<file path="src/rtl/wallace_mul_sched.sv">
// Round-robin scheduler sharing one multicycle 16x16 Wallace-tree multiplier among NREQ issue
// ports; operands are held for LAT cycles and the product returns over a valid/ready channel.
module wallace_mul_sched #(
  parameter int unsigned NREQ = 4,
  parameter int unsigned TAGW = 4,
  parameter int unsigned LAT  = 2,
  localparam int unsigned IDW  = (NREQ > 1) ? $clog2(NREQ) : 1,
  localparam int unsigned CNTW = (LAT > 1) ? $clog2(LAT) : 1
) (
  input  logic                 clk,
  input  logic                 rst_n,
  input  logic [NREQ-1:0]      req_valid,
  output logic [NREQ-1:0]      req_ready,
  input  logic [NREQ*16-1:0]   req_a,
  input  logic [NREQ*16-1:0]   req_b,
  input  logic [NREQ*TAGW-1:0] req_tag,
  output logic [15:0]          mul_a,
  output logic [15:0]          mul_b,
  input  logic [31:0]          mul_y,
  output logic                 res_valid,
  input  logic                 res_ready,
  output logic [31:0]          res_data,
  output logic [IDW-1:0]       res_id,
  output logic [TAGW-1:0]      res_tag,
  output logic                 busy
);

  typedef enum logic [1:0] {StIdle, StCalc, StDone} state_e;

  state_e          state_q, state_d;
  logic [CNTW-1:0] cnt_q, cnt_d;
  logic [IDW-1:0]  ptr_q, ptr_d;
  logic [15:0]     mul_a_q, mul_b_q;
  logic [31:0]     res_data_q;
  logic [IDW-1:0]  res_id_q;
  logic [TAGW-1:0] res_tag_q;
  logic            res_valid_q;

  logic            found;
  logic [IDW-1:0]  gnt;
  logic [IDW:0]    sum;
  logic [IDW-1:0]  idx;
  logic            arb;
  logic            accept;

  // First valid requester at or above the pointer, wrapping modulo NREQ.
  always_comb begin
    found = 1'b0;
    gnt   = '0;
    sum   = '0;
    idx   = '0;
    for (int unsigned off = 0; off < NREQ; off++) begin
      sum = {1'b0, ptr_q} + (IDW+1)'(off);
      if (sum >= (IDW+1)'(NREQ)) begin
        sum = sum - (IDW+1)'(NREQ);
      end
      idx = sum[IDW-1:0];
      if (!found && req_valid[idx]) begin
        found = 1'b1;
        gnt   = idx;
      end
    end
  end

  assign arb       = (state_q == StIdle) || ((state_q == StDone) && res_ready);
  // Gating with rst_n keeps every ready bit low while reset is held.
  assign accept    = arb && found && rst_n;
  assign req_ready = accept ? (NREQ'(1) << gnt) : '0;

  always_comb begin
    state_d = state_q;
    cnt_d   = cnt_q;
    ptr_d   = ptr_q;
    unique case (state_q)
      StIdle: begin
        if (accept) state_d = StCalc;
      end
      StCalc: begin
        if (cnt_q == '0) begin
          state_d = StDone;
        end else begin
          cnt_d = cnt_q - 1'b1;
        end
      end
      StDone: begin
        if (res_ready) state_d = accept ? StCalc : StIdle;
      end
      default: state_d = StIdle;
    endcase
    if (accept) begin
      cnt_d = CNTW'(LAT - 1);
      ptr_d = (gnt == IDW'(NREQ - 1)) ? '0 : gnt + 1'b1;
    end
  end

  always_ff @(posedge clk or negedge rst_n) begin
    if (!rst_n) begin
      state_q     <= StIdle;
      cnt_q       <= '0;
      ptr_q       <= '0;
      mul_a_q     <= '0;
      mul_b_q     <= '0;
      res_data_q  <= '0;
      res_id_q    <= '0;
      res_tag_q   <= '0;
      res_valid_q <= 1'b0;
    end else begin
      state_q <= state_d;
      cnt_q   <= cnt_d;
      ptr_q   <= ptr_d;
      if (accept) begin
        mul_a_q   <= req_a[16*gnt +: 16];
        mul_b_q   <= req_b[16*gnt +: 16];
        res_tag_q <= req_tag[TAGW*gnt +: TAGW];
        res_id_q  <= gnt;
      end
      if ((state_q == StCalc) && (cnt_q == '0)) begin
        res_data_q  <= mul_y;
        res_valid_q <= 1'b1;
      end else if ((state_q == StDone) && res_ready) begin
        res_valid_q <= 1'b0;
      end
    end
  end

  assign mul_a     = mul_a_q;
  assign mul_b     = mul_b_q;
  assign res_data  = res_data_q;
  assign res_id    = res_id_q;
  assign res_tag   = res_tag_q;
  assign res_valid = res_valid_q;
  assign busy      = (state_q != StIdle);

endmodule

</file>
<file path="config.mk">
export PLATFORM = sky130hd
export DESIGN_NAME = wallace_mul_sched
export DESIGN_NICKNAME = d
export VERILOG_FILES = /design/src/rtl/wallace_mul_sched.sv
export SDC_FILE = /design/constraint.sdc
export NUM_CORES = 1
export LEC_CHECK = 0
export ABC_AREA = 0
export BUFFER_PORTS_ARGS = -buffer_cell sky130_fd_sc_hd__clkbuf_2
export CORE_ASPECT_RATIO = 0.7
export CORE_MARGIN = 1
export CORE_UTILIZATION = 44
export DETAILED_ROUTE_END_ITERATION = 10
export PLACE_DENSITY = 0.8
export SYNTH_ARGS = -nofsm -noshare
export SYNTH_HDL_FRONTEND = slang
export SYNTH_SLANG_ARGS = --single-unit
</file>
<file path="constraint.sdc">
create_clock -name clk -period 2.8 [get_ports clk]
set_input_delay 0.28 -clock clk [delete_from_list [all_inputs] [get_ports clk]]
set_output_delay 0.28 -clock clk [all_outputs]
set_load 0.02 [all_outputs]
</file>
==> impl_metrics.csv, run 1 <==
group,metric,value,unit
routing,routed-via-count,4450,
routing,via_per_inst,5.619,
synthesis,synth-simple-area-share,11.96,%
synthesis,synth.ff_latch_count,76,
power,vdd_ir_drop_max,0.4557,mV
power,power_frac_clock,18.8,%
floorplan,design.portCount,259,
synthesis,synth_fa_ha_area_share,1.118,%
clock_tree,cts.sink_count,76,
global_route,grt_max_degree,61,
sta,hold_viol,0,
outcome,status,"complete, no violations",
min_path,hp-start,"mul_y[0]",
sta,setup_repair_after_global_routing_missed_its_margin,"no",
cells_and_area,layout-drive-gt1-share,52.71,%
clock_tree,postCtsSetupRepairBufs,0,
clock_tree,worst_setup_hold_path_clk_slew,0.06,ns
clock_tree,cts_hold_buffers,1,
routing,finalWirelength,13.97,mm
setup_path,worstSetupEndpointType,"output port",
clock_tree,max-clock-path-buffers,2,
cells_and_area,diodes,0,
sta,setup_total_negative_slack,0,ns
setup_path,worst-setup-path-type,"register to output port",
cells_and_area,commonest_cells_after_routing_fill_and_taps_aside,"sky130_fd_sc_hd__clkbuf_2, sky130_fd_sc_hd__dfrtp_1, sky130_fd_sc_hd__nand2_1",
sta,timing.hold.ws,0.1770,ns
synthesis,synthDistinctLibCells,37,
clock_tree,root_buffer,"sky130_fd_sc_hd__clkbuf_16",
sta,max-slew-margin-rel,48.25,%
sta,slew_violations,0,
clock_tree,clock_tree_from_tritoncts,"yes",
cells_and_area,mostFrequentLayoutCell,"sky130_fd_sc_hd__clkbuf_2",
floorplan,placement_rows,30,
cells_and_area,layout.area.seq,1902,µm²
synthesis,ys.warnings.count,0,
routing,dr.first_iter.drc_count,366,
cells_and_area,area_of_combinational_cells_with_multiple_inputs,2369,µm²
routing,drc,0,
sta,setup-violations-final,0,
synthesis,async_flop_share,100.0,%
synthesis,yosys-top-cells-area,"sky130_fd_sc_hd__dfrtp_1, sky130_fd_sc_hd__mux2i_1, sky130_fd_sc_hd__mux2_2",
synthesis,post_synth_inst_count,417,
clock_tree,numCtsBuffers,9,
synthesis,synth.mux.area_fraction,16.55,%
placed_design,io_buffers,258,
synthesis,syn_area,4477,µm²
clock_tree,clock_latency,0.33,ns
placed_design,hpwlAfterDp,10.40,mm
floorplan,dieWidth,122.6,µm
power,power.share.switching,42.90,%
global_route,groute.usage.overall,26.80,%
flow_run,cap_violations,0,
sta,max_clk_rate,0.4030,GHz
sta,timing_worst_slew_pin_value,0.7763,ns
global_route,grt_overflow,0,
global_route,antenna_found_initial,0,
synthesis,yosys_most_used_dff,"sky130_fd_sc_hd__dfrtp_1",
clock_tree,post_cts_resize_count,0,
floorplan,initial_core_util,45.70,%
routing,antenna_violating_nets_post_route,0,
floorplan,core_region_area,9797,µm²
synthesis,synth_sequential_area_ratio,42.48,%
sta,final.min_clock_period,2.481,ns
setup_path,worst_setup_path_start_kind,"register",
setup_path,timing.rr.start,"ptr_q[1]$_DFFE_PN0P_",
power,power,0.006695,W
power,comb_power_share,51.9,%
cells_and_area,syn2layout_area_growth,38.49,%
synthesis,post_synth.cell_area_avg,10.74,µm²
synthesis,synth_top_family_by_area,"compound AO/OA/AOI/OAI gates",
synthesis,synth_largest_type_area_fraction,42.48,%
power,power.density_cell_area,1080,nW/µm²
floorplan,floorplan.die.height,86.40,µm
setup_path,timing.critical_path.required,2.52,ns
power,share_seq_of_total_power,29.3,%
synthesis,synth_enable_flop_cells,0,
global_route,first_global_vias,4357,
setup_path,worstPathArrival,2.20,ns
clock_tree,clock_tree.htree_level_count,3,
routing,dr.pass1.iters,5,
synthesis,synth_xor_area_share,0,%
setup_path,startpoint,"ptr_q[1]$_DFFE_PN0P_",
placed_design,routabilityCongestion,0.8109,
power,total_switching_power,0.002872,W
power,internal-power,0.003823,W
sta,min_period_over_period,88.62,%
floorplan,dieArea,10590,µm²
synthesis,synth-compound-area-share,22.78,%
synthesis,post-synth-top-area-cell,"sky130_fd_sc_hd__dfrtp_1",
setup_path,critPathMaxFanout,17,
power,leakage,3.225,nW
global_route,grt_pass1_wl,21.69,mm
routing,detail_route.wl_per_cell,17.64,µm
synthesis,postSynthNetCount,604,
min_path,hold_path.class,"input pin to register",
cells_and_area,final_net_count,846,
sta,clock-skew-final,0.006058,ns
cells_and_area,fillerInstances,819,
[path summary, 6_finish.rpt]
path | end | slack (ns) | cells past startpoint
max in group asynchronous | res_data[4]$_DFFE_PN0P_ | 1.38 | 3
max | req_ready[3] | 0.32 | 7
min reg2reg | res_id[1]$_DFFE_PN0P_ | 0.49 | 2
max reg2reg | mul_a[13]$_DFFE_PN0P_ | 0.62 | 6
min in group asynchronous | ptr_q[1]$_DFFE_PN0P_ | 0.37 | 2
min | res_data[0]$_DFFE_PN0P_ | 0.18 | 2
[worst max-delay path, cell delays in order (launching register included)]
cell	delay, ns
sky130_fd_sc_hd__dfrtp_1	0.44
sky130_fd_sc_hd__nor2b_1	0.21
sky130_fd_sc_hd__a21o_1	0.22
sky130_fd_sc_hd__a221oi_4	0.26
sky130_fd_sc_hd__buf_4	0.28
sky130_fd_sc_hd__ha_1	0.18
sky130_fd_sc_hd__and2_1	0.11
sky130_fd_sc_hd__clkbuf_2	0.17
[power groups by stage]
stage | sequential, W | combinational, W | clock, W
after floorplan | 0.00255 | 0.00180 | 0
after global placement | 0.00194 | 0.00338 | 0
after detailed placement | 0.00197 | 0.00350 | 0
after CTS | 0.00196 | 0.00351 | 0.00129
after global routing | 0.00203 | 0.00375 | 0.00134
final | 0.00196 | 0.00347 | 0.00126
[synthesized netlist by cell type, types with 2 or more instances]
cell and number:
sky130_fd_sc_hd__buf_2 12, sky130_fd_sc_hd__ha_1 4, sky130_fd_sc_hd__o31ai_1 34, sky130_fd_sc_hd__clkbuf_1 23
sky130_fd_sc_hd__o21ai_0 4, sky130_fd_sc_hd__a211o_1 34, sky130_fd_sc_hd__mux2i_1 38, sky130_fd_sc_hd__nand4_1 34
sky130_fd_sc_hd__buf_4 6, sky130_fd_sc_hd__buf_6 2, sky130_fd_sc_hd__o211ai_1 14, sky130_fd_sc_hd__a21o_1 2
sky130_fd_sc_hd__and2_1 4, sky130_fd_sc_hd__o221ai_1 2, sky130_fd_sc_hd__nand2b_1 3, sky130_fd_sc_hd__dfrtp_1 76
sky130_fd_sc_hd__inv_1 3, sky130_fd_sc_hd__mux2_2 32, sky130_fd_sc_hd__nor2_1 7, sky130_fd_sc_hd__nand2_1 47
sky130_fd_sc_hd__o211ai_2 20
[sequential cells by signal (all words and copies together), names as in the netlist]
| register | flops |
|---|---|
| state_q | 2 |
| ptr_q | 2 |
| mul_a | 16 |
| res_data | 32 |
| res_valid | 1 |
| mul_b | 16 |
| res_tag | 4 |
| cnt_q | 1 |
| res_id | 2 |
[area by class of cell]
type | count | area share [%]
multi-input combinational | 294 | 38.20
sequential | 76 | 30.68
timing repair buffer | 274 | 23.05
clock buffer | 10 | 3.855
tap | 128 | 2.583
clock inverter | 6 | 1.393
inverter | 4 | 0.2422
[cells by family (layout without fill, tap and decap cells)]
family / Yosys count / count (layout)
compound gates: 116 / 116
fa+ha+maj: 4 / 4
buf+inv: 47 / 294
flops: 76 / 76
mux: 70 / 70
simple gates: 104 / 104
[per-layer routing]
layer | vias to the layer above | GRT usage, % | wire length (µm)
met3 | 28 | 5.724 | 924
met5 | - | 0 | 0
met4 | 0 | 10.31 | 278
met2 | 216 | 46.12 | 6997
li1 | 2084 | - | -
met1 | 2122 | 32.96 | 5767
[stage by stage]
stage / instances / setup WS [ns] / utilization (%) / cell area, µm²
2_1_floorplan: 417 / 0.6839 / - / 4477
6_report: 792 / 0.3185 / 63.28 / 6200
4_1_cts: 792 / 0.3081 / 63.28 / 6200
3_5_place_dp: 775 / 0.6431 / 59.86 / 5864
3_3_place_gp: 775 / 0.7370 / 59.86 / 5864
5_1_grt: 792 / 0.1676 / 63.28 / 6200
(Power assumes the default switching activity.)
==> inputs of run 2 (changes only) <==
--- a/config.mk
+++ b/config.mk
@@ -7,9 +7,11 @@
 export LEC_CHECK = 0
 export ABC_AREA = 0
 export BUFFER_PORTS_ARGS = -buffer_cell sky130_fd_sc_hd__clkbuf_2
+export CELL_PAD_IN_SITES_DETAIL_PLACEMENT = 0
+export CELL_PAD_IN_SITES_GLOBAL_PLACEMENT = 1
 export CORE_ASPECT_RATIO = 0.7
 export CORE_MARGIN = 1
-export CORE_UTILIZATION = 44
+export CORE_UTILIZATION = 32
 export DETAILED_ROUTE_END_ITERATION = 10
 export PLACE_DENSITY = 0.8
 export SYNTH_ARGS = -nofsm -noshare
==> constraint.sdc (replaced) <==
create_clock -name clk -period 2.65 [get_ports clk]
set_input_delay 0.265 -clock clk [delete_from_list [all_inputs] [get_ports clk]]
set_output_delay 0.265 -clock clk [all_outputs]
set_load 0.02 [all_outputs]
==> run 2 against run 1 <==
  * The run now ends with hold timing left
  * First-iteration DRC count fell by 59%
  * Sequential power rose by 6%
  * Wire length rose by 11%
  * Highest routed layer unchanged
==> impl_metrics.csv, run 2 (synthesized netlist as in run 1, its figures left out) <==
group,metric,value,unit
clock_tree,cts_hold_buffers,0,
floorplan,design.portCount,259,
power,comb_power_share,53.0,%
routing,drc,0,
routing,dr.first_iter.drc_count,149,
clock_tree,post_cts_resize_count,0,
floorplan,floorplan.die.height,101.0,µm
setup_path,timing.rr.start,"ptr_q[1]$_DFFE_PN0P_",
placed_design,routabilityCongestion,0.8340,
outcome,status,"finished with violations",
sta,hold_viol,16,
clock_tree,clock_latency,0.34,ns
placed_design,post_placement_cell_area,5964,µm²
setup_path,timing.rr.end,"mul_a[13]$_DFFE_PN0P_",
clock_tree,clock_tree_from_tritoncts,"yes",
power,vdd_ir_drop_max,0.5832,mV
sta,setup_repair_after_global_routing_missed_its_margin,"no",
sta,timing_worst_slew_pin_value,0.6392,ns
sta,min_period_over_period,91.66,%
flow_run,cap_violations,0,
cells_and_area,mostFrequentLayoutCell,"sky130_fd_sc_hd__clkbuf_2",
routing,met3WireLength,1.341,mm
sta,slew_violations,0,
power,total_switching_power,0.003128,W
cells_and_area,diodes,0,
clock_tree,root_buffer,"sky130_fd_sc_hd__clkbuf_16",
global_route,grt_max_degree,43,
power,leakage,3.221,nW
cells_and_area,syn2layout_area_growth,39.52,%
setup_path,r2r.worst_path.cells,7,
placed_design,hpwlAfterDp,11.28,mm
global_route,groute.usage.overall,20.92,%
power,power.density_cell_area,1119,nW/µm²
cells_and_area,area_of_combinational_cells_with_multiple_inputs,2360,µm²
floorplan,placement_rows,35,
cells_and_area,final_cell_area_excluding_filler_cells,6246,µm²
routing,wl_met1,6.580,mm
sta,timing.hold.ws,-0.008667,ns
global_route,first_global_vias,4495,
sta,max_clk_rate,0.4117,GHz
cells_and_area,layout-drive-gt1-share,52.99,%
cells_and_area,layout.area.seq,1902,µm²
sta,timing.final.ws_setup,0.2210,ns
cells_and_area,largest_register_ffs,32,
setup_path,worst-setup-path-type,"register to output port",
power,power_frac_clock,17.2,%
cells_and_area,commonest_cells_after_routing_fill_and_taps_aside,"sky130_fd_sc_hd__clkbuf_2, sky130_fd_sc_hd__dfrtp_1, sky130_fd_sc_hd__nand2_1",
routing,antenna_violating_nets_post_route,0,
routing,routed.top_layer,"met4",
floorplan,dieArea,14470,µm²
routing,detail_route.wl_per_cell,18.16,µm
floorplan,initial_core_util,33.41,%
sta,final.min_clock_period,2.429,ns
routing,wl_met2,7.344,mm
setup_path,reg2reg_setup_slack,0.45,ns
cells_and_area,final_net_count,850,
clock_tree,numCtsBuffers,9,
setup_path,timing.critical_path.required,2.38,ns
min_path,hold_path.class,"input pin to async pin",
cells_and_area,fillerInstances,1290,
setup_path,worstPathArrival,2.16,ns
power,share_seq_of_total_power,29.8,%
sta,clock-skew-final,0.008923,ns
clock_tree,postCtsSetupRepairBufs,0,
floorplan,core_region_area,13400,µm²
routing,via_per_inst,5.259,
sta,setup_total_negative_slack,0,ns
placed_design,io_buffers,258,
clock_tree,worst_setup_hold_path_clk_slew,0.07,ns
global_route,grt_pass1_wl,23.03,mm
setup_path,startpoint,"ptr_q[1]$_DFFE_PN0P_",
routing,routed-via-count,4486,
setup_path,worstSetupEndpointType,"output port",
floorplan,dieWidth,143.4,µm
power,internal-power,0.003863,W
routing,dr.pass1.iters,4,
placed_design,placement.setup.worst_slack,0.4323,ns
clock_tree,clock_tree.htree_level_count,3,
clock_tree,cts.sink_count,76,
global_route,antenna_found_initial,0,
sta,max-slew-margin-rel,57.38,%
sta,setup-violations-final,0,
outcome,violations,"hold timing",
clock_tree,max-clock-path-buffers,2,
setup_path,worst_setup_path_start_kind,"register",
power,power.share.switching,44.74,%
setup_path,critPathMaxFanout,14,
global_route,grt_overflow,0,
setup_path,critical_path.endpoint,"req_ready[2]",
routing,finalWirelength,15.49,mm
==> run 2: power by group through the flow <==
stage                     Clock [W]  Combinational, W  Sequential, W
after floorplan                   0           0.00190        0.00269
after global placement            0           0.00364        0.00208
after detailed placement          0           0.00374        0.00208
after CTS                   0.00124           0.00374        0.00209
after global routing        0.00129           0.00400        0.00215
final                       0.00120           0.00371        0.00208
==> run 2: layer usage <==
metal / up-vias / GRT usage (%)
met4: 0 / 6.792
met1: 2152 / 26.24
met3: 19 / 6.223
met2: 217 / 34.43
met5: - / 0
li1: 2098 / -
==> run 2: through the flow <==
step	util [%]	std cells	total power, W
after floorplan	-	417	0.004588
after global placement	44.51	837	0.005720
after detailed placement	44.51	837	0.005826
after CTS	46.61	853	0.007065
after global routing	46.61	853	0.007444
final	46.61	853	0.006991
==> run 2: worst min-delay path by stage <==
stage               start  slack, ns                      to  cells after the start
floorplan           rst_n      -0.03       cnt_q$_DFFE_PN0P_                      0
CTS                 rst_n       0.01  state_q[0]$_DFFE_PN0P_                      2
detailed placement  rst_n       0.38   mul_b[12]$_DFFE_PN0P_                      2
finish              rst_n     -0.009  state_q[0]$_DFFE_PN0P_                      2
global placement    rst_n       0.37    mul_a[2]$_DFFE_PN0P_                      2
global route        rst_n       0.03  state_q[0]$_DFFE_PN0P_                      2
==> run 2: cell type report <==
type | instances | share of cell area (%)
clock buffer | 9 | 3.606
tap | 185 | 3.706
timing repair buffer | 278 | 23.32
multi-input combinational | 294 | 37.78
clock inverter | 7 | 0.9014
sequential | 76 | 30.45
inverter | 4 | 0.2404
==> run 2: worst max-delay path: stages, from the launching register on <==
cell and delay [ns]:
sky130_fd_sc_hd__dfrtp_1 0.43, sky130_fd_sc_hd__nor2b_1 0.18, sky130_fd_sc_hd__o21a_1 0.21, sky130_fd_sc_hd__nor3_4 0.25, sky130_fd_sc_hd__inv_2 0.23, sky130_fd_sc_hd__ha_1 0.24
sky130_fd_sc_hd__and2_1 0.14, sky130_fd_sc_hd__clkbuf_2 0.15
